==> src/rtl/io_ctrl.sv <==
// Sequencer for the 8-bit I/O register block: orders the io register strobes for
// one IN/OUT command and runs a four-phase req/ack handshake with the peripheral.
module io_ctrl #(
  parameter int TIMEOUT = 15,
  parameter int CNT_W   = 4
) (
  input  logic clk,
  input  logic rst,
  input  logic program_mode,
  input  logic cmd_valid,
  input  logic cmd_wr,
  input  logic cmd_rd,
  output logic cmd_ready,
  output logic done,
  output logic err,
  output logic port_in,
  output logic in_en,
  output logic port_out,
  output logic out_en,
  output logic clr,
  output logic ext_req,
  output logic ext_dir,
  input  logic ext_ack
);

  typedef enum logic [2:0] {
    S_IDLE, S_LD_PORT, S_LD_DATA, S_WAIT_ACK, S_CAPTURE, S_RELEASE, S_DONE, S_ERR
  } state_t;

  localparam logic [CNT_W-1:0] CNT_LAST = CNT_W'(TIMEOUT - 1);
  localparam logic [CNT_W-1:0] CNT_MAX  = '1;

  state_t           state_q, state_d;
  logic             wr_q, wr_d;
  logic [CNT_W-1:0] cnt_q, cnt_d;
  logic             in_wait_q, in_release_q;

  assign cmd_ready    = (state_q == S_IDLE) && !program_mode;
  assign in_wait_q    = (state_q == S_WAIT_ACK);
  assign in_release_q = (state_q == S_RELEASE);

  always_comb begin
    state_d = state_q;
    wr_d    = wr_q;
    case (state_q)
      S_IDLE: begin
        if (cmd_ready && cmd_valid) begin
          if (cmd_wr && cmd_rd) begin
            state_d = S_ERR;
          end else if (cmd_wr || cmd_rd) begin
            state_d = S_LD_PORT;
            wr_d    = cmd_wr;
          end
        end
      end
      S_LD_PORT:  state_d = wr_q ? S_LD_DATA : S_WAIT_ACK;
      S_LD_DATA:  state_d = S_WAIT_ACK;
      S_WAIT_ACK: begin
        // A sampled ack wins over the timeout on the last allowed cycle.
        if (ext_ack)                 state_d = wr_q ? S_RELEASE : S_CAPTURE;
        else if (cnt_q == CNT_LAST)  state_d = S_ERR;
      end
      S_CAPTURE:  state_d = S_RELEASE;
      S_RELEASE: begin
        if (!ext_ack)                state_d = S_DONE;
        else if (cnt_q == CNT_LAST)  state_d = S_ERR;
      end
      S_DONE:     state_d = S_IDLE;
      S_ERR:      state_d = S_IDLE;
      default:    state_d = S_IDLE;
    endcase
  end

  // Counter restarts on entry to each waiting phase and saturates instead of wrapping.
  always_comb begin
    cnt_d = cnt_q;
    if ((state_d == S_WAIT_ACK && !in_wait_q) || (state_d == S_RELEASE && !in_release_q)) begin
      cnt_d = '0;
    end else if ((in_wait_q || in_release_q) && cnt_q != CNT_MAX) begin
      cnt_d = cnt_q + CNT_W'(1);
    end
  end

  // NOTE: outputs are registered from the next-state decode, so each one is a flop
  // that exactly tracks the Moore decode of state_q and clears with the async reset.
  always_ff @(posedge clk or posedge rst) begin
    if (rst) begin
      state_q  <= S_IDLE;
      wr_q     <= 1'b0;
      cnt_q    <= '0;
      done     <= 1'b0;
      err      <= 1'b0;
      clr      <= 1'b0;
      port_in  <= 1'b0;
      in_en    <= 1'b0;
      port_out <= 1'b0;
      out_en   <= 1'b0;
      ext_req  <= 1'b0;
      ext_dir  <= 1'b0;
    end else begin
      state_q  <= state_d;
      wr_q     <= wr_d;
      cnt_q    <= cnt_d;
      done     <= (state_d == S_DONE);
      err      <= (state_d == S_ERR);
      clr      <= (state_d == S_ERR);
      port_in  <= (state_d == S_LD_PORT);
      in_en    <= (state_d == S_LD_DATA) || (state_d == S_CAPTURE);
      port_out <= (state_d == S_WAIT_ACK) || (state_d == S_CAPTURE);
      out_en   <= ((state_d == S_WAIT_ACK) && wr_d) || ((state_d == S_DONE) && !wr_d);
      ext_req  <= (state_d == S_WAIT_ACK) || (state_d == S_CAPTURE);
      ext_dir  <= wr_d && (state_d inside {S_LD_PORT, S_LD_DATA, S_WAIT_ACK, S_CAPTURE,
                                           S_RELEASE, S_DONE});
    end
  end

endmodule
==> config.mk <==
export PLATFORM = sky130hd
export DESIGN_NAME = io_ctrl
export DESIGN_NICKNAME = d
export VERILOG_FILES = /design/src/rtl/io_ctrl.sv
export SDC_FILE = /design/constraint.sdc
export NUM_CORES = 1
export LEC_CHECK = 0
export BUFFER_PORTS_ARGS = -buffer_cell sky130_fd_sc_hd__buf_2
export CORE_MARGIN = 4
export CORE_UTILIZATION = 30
export DETAILED_ROUTE_END_ITERATION = 10
export GPL_ROUTABILITY_DRIVEN = 0
export HOLD_SLACK_MARGIN = 0.12
export SYNTH_ARGS = -nofsm -noshare
export SYNTH_HDL_FRONTEND = slang
export SYNTH_SLANG_ARGS = --single-unit
==> constraint.sdc <==
create_clock -name clk -period 2.94 [get_ports clk]
set_input_delay 0.294 -clock clk [delete_from_list [all_inputs] [get_ports clk]]
set_output_delay 0.294 -clock clk [all_outputs]
set_load 0.02 [all_outputs]
==> results.md, run 1 <==
- Fmax: 515.3 MHz
- # resized after CTS: 0
- Status: completed
- Synth area leader: dfrtp_1
- Final setup fails: 0
- Clock root cell: clkbuf_4
- Crit path launch type: register
- Total track usage: 0.1000
- First-pass GRT wire length: 3277 µm
- Final core occ: 0.3561
- Area growth, synth to finish: 13.47%
- Routed WL: around 1900 µm
- CP Capture Type: output port
- Fillcell total: 340
- Cell Rows: 20
- Post-Route Setup TNS: 0 ns
- Net Count, Synth: 112
- RSZ-0062 raised after global routing: false
- GRT overflow: 0
- Total CTS buffers: 3
- #FFs+latches synth: 15
- PwrDens: between 900 and 1000 nW/µm²
- Crit share post-route: 0.6600
- P_leak: 0.5197 nW
- Synth Instances: 103
- Initial antenna violation count: 0
- Hold Crit Class: in2reg
- Routed Antenna Nets: 0
- Fin. Hold Viols: 0
- I/O pin cnt: 17
- Ys async rst share: 1.000
- Post-CTS setup repair buffer count: 0
- Layout cells sized above 1: 0.2458
- Final setup margin: 0.9996 ns
- H-tree depth: 1
- Minimum clock period: ~1.9 ns
- Worst-Skew Late Latency: about 0.29 ns
- Share of the synthesized area in the top cell type: 0.3886
- Seq/Total Area, Yosys: 0.3886
- Core Area: 3078 µm²
- CP required: 2.65 ns
- 1st-pass router iterations: 4
- Layout Nets: 128
- Critical path type: reg2out
- Vias/cell: 4.698
- Initial core utilization: 0.3138
- Vias in the first global route: 692
- Chip width: 64.74 µm
- DRT iter0 DRCs: 25
- Crit path DAT: 1.65 ns
- Max-slew violations: 0
- CTS max path bufs: 2
- Die H: between 60 and 70 µm
- Dominant synthesized flop cell: dfrtp_1
- Routed WL per cell: around 12 µm
- Ant. Diodes: 0
- Worst Tran Pin Value: 0.5705 ns
- DP HPWL: roughly 1400 µm
- Rel. slew slack: 0.6192
- Area contributors post-synth: dfrtp_1, nor2_1, o311ai_4
- Largest net degree at the start of global routing: 19
- Yosys cell types: 37
- CTS tree: built
- Buffers on Ports: 16
- Reg clk slew, reported paths: 0.09 ns
- Clock Sinks: 15
- Yosys synthesis warning count: 0
- Number of max-cap violations: 0
- # DRC: 0
- Mapped Area: 965.9 µm²
- Worst slack at placement: 1.079 ns
- Setup Skew: around 0.0032 ns
- Die ar.: about 4200 µm²
- Peak VDD IR: 0.3525 mV
- Worst Path Max Fanout: 18
- Avg Synthesized Cell Area: 9.378 µm²
- Via Count: ~760
- Number of synthesized flops with an enable pin: 0
- Power Total: 1.009 mW
stage by stage:
stage / hold slack [ns] / cell area (µm²) / instances
final: 0.3490 / 1096 / 162
after floorplan: 0.1955 / 965.9 / 103
after global routing: 0.3732 / 1096 / 162
after global placement: 0.3779 / 1059 / 157
after detailed placement: 0.3764 / 1059 / 157
after CTS: 0.3504 / 1096 / 162
worst max-delay path, stage by stage (launching register included):
cell	delay (ns)
dfrtp_1	0.59
or3_4	0.49
nor2_1	0.10
buf_2	0.17
cell usage after synthesis (all sizes together), types with 2 or more instances:
cell and n:
nand2b 3, nor2b 3, xnor2 2, inv 7, ha 2, nor3 4, a21oi 5, dfrtp 15
o21ai 6, nor2 16, buf 5, nand3 4, o311ai 2, nand2 9, a211oi 3, mux2i 2
cell type report:
class                   instances  area [µm²]  share of cell area
repair buffers                 17       90.09             0.08219
inverters                       7       26.28             0.02397
multi-input cells              75       521.8              0.4760
clock buffers                   3       22.52             0.02055
flip-flops and latches         15       375.4              0.3425
clock inverters                 1       5.005            0.004566
well taps                      44       55.05             0.05023
metal layers:
layer  global-route usage  part of all wire  vias up
met5                    0                 0        -
li1                     -                 -      389
met2               0.1648              0.49       12
met4              0.02375            0.0063        0
met1               0.1261              0.46      358
met3              0.03293             0.043        2
cells in the final DEF, fill, tap and decap left out, types with 3 or more instances in the layout:
| cell type | netlist | layout |
|---|---|---|
| nand2_1 | 9 | 9 |
| nand3_1 | 4 | 4 |
| dfrtp_1 | 15 | 15 |
| clkbuf_4 | 0 | 3 |
| nor2b_1 | 3 | 3 |
| buf_2 | 1 | 16 |
| nor3_1 | 4 | 4 |
| a21oi_1 | 4 | 4 |
| inv_1 | 7 | 7 |
| nor2_1 | 16 | 16 |
| o21ai_0 | 5 | 5 |
state kept, by name (all words and copies together) (netlist names):
signal,flops
clr,1
cnt_q,4
done,1
ext_dir,1
ext_req,1
in_en,1
out_en,1
port_in,1
state_q,3
wr_q,1
worst paths after layout:
path                             from  depth (start not counted)  slack, ns         end
hold / removal                 cmd_rd                          3       0.35        wr_q
setup / recovery           state_q[0]                          3        1.0   cmd_ready
min in group asynchronous         rst                          3       0.59       in_en
max in group asynchronous         rst                          3       1.98  state_q[0]
hold reg to reg              cnt_q[1]                          2       0.59    cnt_q[1]
setup reg to reg           state_q[0]                          4       1.05     ext_req
power breakdown:
group / internal [mW] / switching (mW) / total, mW / leakage [nW]
clock: 0.0507 / 0.0709 / 0.122 / 0.0177
combinational: 0.215 / 0.303 / 0.518 / 0.304
sequential: 0.264 / 0.105 / 0.369 / 0.198
cell families after synthesis:
kind of cell	after synthesis	share of synthesized area
muxes	3	0.03627
DFF	15	0.3886
buffers and inverters	13	0.07124
adders and majority gates	2	0.02590
xor gates and xnor gates	3	0.02721
and+or+nand+nor	43	0.2189
AOI/OAI and AO/OA	24	0.2319
timing repair:
action	CTS	global route
endpoints found under the setup margin	0	0
endpoints found under the hold margin	15	0
hold buffers	1	0
Power figures use the tool's default switching activity.
==> run 2, diff against run 1 <==
Clock period 2.94 ns to 1.9 ns, I/O delays scaled along.
==> results.md, run 2 (synthesis results as in run 1) <==
- Status: completed (unchanged)
- Clock power share: 0.119 (was 0.121)
- Die ar.: 4191 µm² (unchanged)
- Reg2Reg Depth: 6 (was 4)
- CP required: 2.06 ns (was 2.65 ns)
- Worst path slowest cell: dfrtp_1 (unchanged)
- Setup Skew: 0.005231 ns (was 0.003182 ns)
- Internal power: 0.8569 mW (was 0.5293 mW)
- Top Registers: cnt_q (4), state_q (3) (unchanged)
- Total track usage: 0.1086 (was 0.1000)
- Peak VDD IR: 0.5682 mV (was 0.3525 mV)
- Initial core utilization: 0.3138 (unchanged)
- Ant. Diodes: 0 (unchanged)
- First-pass GRT wire length: 3574 µm (was 3277 µm)
- Most Crowded Layer GR: met2 (unchanged)
- Crit share post-route: 0.9080
- Worst-Skew Late Latency: 0.29 ns (about the same)
- Core Area: 3078 µm² (unchanged)
- Rel. slew slack: 0.6134 (was 0.6192)
- Cts hold-fix bufs: 1 (unchanged)
- RR Endpoint: cnt_q[2] (was ext_req)
- CTS max path bufs: 2 (unchanged)
- Minimum clock period: 1.725 ns
- Sequential share of power: 0.318 (was 0.366)
- # DRC: 0 (unchanged)
- P_leak: 0.5344 nW (was 0.5197 nW)
- Routed Antenna Nets: 0 (unchanged)
- Clock Sinks: 15 (unchanged)
- Worst Tran Pin Value: 0.5793 ns (was 0.5705 ns)
- Clock root cell: clkbuf_4 (unchanged)
- CP Capture Type: register (was output port)
- Biggest register: cnt_q (unchanged)
- Via Count: 784 (was 761)
- WP buf/inv: 1 (unchanged)
- DRT iter0 DRCs: 7 (was 25)
- Area growth, synth to finish: 15.80% (was 13.47%)
- Critical path type: reg2reg (was reg2out)
- Chip width: 64.74 µm (unchanged)
- 1st-pass router iterations: 4 (unchanged)
- CTS tree: built (unchanged)
- # resized after CTS: 0 (unchanged)
- Crit path launch type: register (unchanged)
- Switch share: 0.4740 (was 0.4752)
- Most frequent cells in the layout: nor2_1, buf_2, dfrtp_1 (unchanged)
- Final setup fails: 0 (unchanged)
- Routed WL per cell: 12.53 µm (was 11.74 µm)
- Total CTS buffers: 3 (unchanged)
- Number of max-cap violations: 0 (unchanged)
- Worst Path Max Fanout: 10 (was 18)
- Vias/cell: 4.752 (was 4.698)
- I/O pin cnt: 17 (unchanged)
- Cell Rows: 20 (unchanged)
- Hold Crit Class: in2reg (unchanged)
- Largest net degree at the start of global routing: 16 (was 19)
- Die H: 64.74 µm (unchanged)
- Fmax: roughly 580 MHz
- Reg clk slew, reported paths: 0.10 ns (was 0.09 ns)
- Buffers on Ports: 16 (unchanged)
- H-tree depth: 1 (unchanged)
- Post-CTS setup repair buffer count: 0 (unchanged)
- Layout Nets: 131 (was 128)
- Post-Route Setup TNS: 0 ns (unchanged)
- Met3 Resource Use GR: 0.04159 (was 0.03293)
- CP Cell Sequence: buf_4 > nor2b_1 > o21ai_0 > o32a_1 > a211oi_2 > a311oi_1 (was or3_4 > nor2_1 > buf_2)
- CP peak stage delay: 0.53 ns (was 0.59 ns)
- Routed WL: 2067 µm (was 1902 µm)
- Cell count after placement: 160 (was 157)
- Max-slew violations: 0 (unchanged)
- GRT overflow: 0 (unchanged)
- Grt met2 use: 0.1903 (was 0.1648)
- Initial antenna violation count: 0 (unchanged)
- Post-Layout Cell Count: 165 (was 162)
- RSZ-0062 raised after global routing: false (unchanged)
- PwrDens: 1456 nW/µm² (was 920.2 nW/µm²)
- R2r startpoint: state_q[0] (unchanged)
- Max reg flops: 4 (unchanged)
- Crit path depth: 6 (was 3)
- Vias in the first global route: 794 (was 692)
- Setup crit start: state_q[0] (unchanged)
- Reg2Reg Setup Slack: 0.17 ns (was 1.05 ns)
- Crit path to: cnt_q[2] (was cmd_ready)
- Comb power frac: 0.563 (was 0.514)
- NetSw: 0.7722 mW (was 0.4792 mW)
- Crit-path leading delay family: compound AO/OA/AOI/OAI gates (was flip-flops)
- Fin. Hold Viols: 0 (unchanged)
- GR met1 Demand/Resource: 0.1253 (was 0.1261)
- DP HPWL: 1502 µm (was 1392 µm)
- Layout cells sized above 1: 0.2645 (was 0.2458)
- Crit path DAT: 1.89 ns (was 1.65 ns)
-- run 2: area by class of cell --
cell class,instances,area (µm²)
Timing Repair Buffer,20,112.6
Clock inverter,1,5.005
Inverter,7,26.28
Clock buffer,3,22.52
Multi-Input combinational cell,75,521.8
Fill cell,324,1959
Sequential cell,15,375.4
Tap cell,44,55.05
-- run 2: power groups by stage --
stage	Clock [mW]	Sequential [mW]	Combinational, mW
final	0.194	0.518	0.917
after global routing	0.220	0.536	1.01
after CTS	0.201	0.513	0.921
after detailed placement	0	0.522	0.908
after global placement	0	0.519	0.900
after floorplan	0	0.518	0.733
-- run 2: routing by layer --
layer  part of all wire  routed length [µm]  vias to the layer above
met1               0.46                 943                      370
met4             0.0058                  12                        0
met3              0.037                  76                        2
met5                  0                   0                        -
met2               0.50                1035                       15
li1                   -                   -                      397
-- run 2: per-stage QoR --
| stage | cell area, µm² | util | hold slack, ns | total power [mW] | setup slack, ns |
|---|---|---|---|---|---|
| after floorplan | 965.9 | - | 0.09148 | 1.252 | 0.3197 |
| after global placement | 1081 | 0.3512 | 0.2826 | 1.419 | 0.2226 |
| after detailed placement | 1081 | 0.3512 | 0.2862 | 1.429 | 0.2041 |
| after CTS | 1119 | 0.3634 | 0.2362 | 1.635 | 0.1554 |
| after global routing | 1119 | 0.3634 | 0.2449 | 1.765 | 0.02651 |
| final | 1119 | 0.3634 | 0.2327 | 1.629 | 0.1748 |
-- run 2: worst min-delay path by stage --
stage	start	depth (start not counted)	to	slack, ns
floorplan	rst	1	clr	0.09
global placement	rst	2	out_en	0.28
detailed placement	rst	2	clr	0.29
CTS	cmd_rd	3	wr_q	0.24
global route	cmd_rd	3	wr_q	0.24
finish	cmd_rd	3	wr_q	0.23
-- run 2: worst reg2reg max path, cell delays in order (launching register included) --
cell and delay (ns):
dfrtp_1 0.53, buf_4 0.23, nor2b_1 0.17, o21ai_0 0.10, o32a_1 0.18, a211oi_2 0.31, a311oi_1 0.09
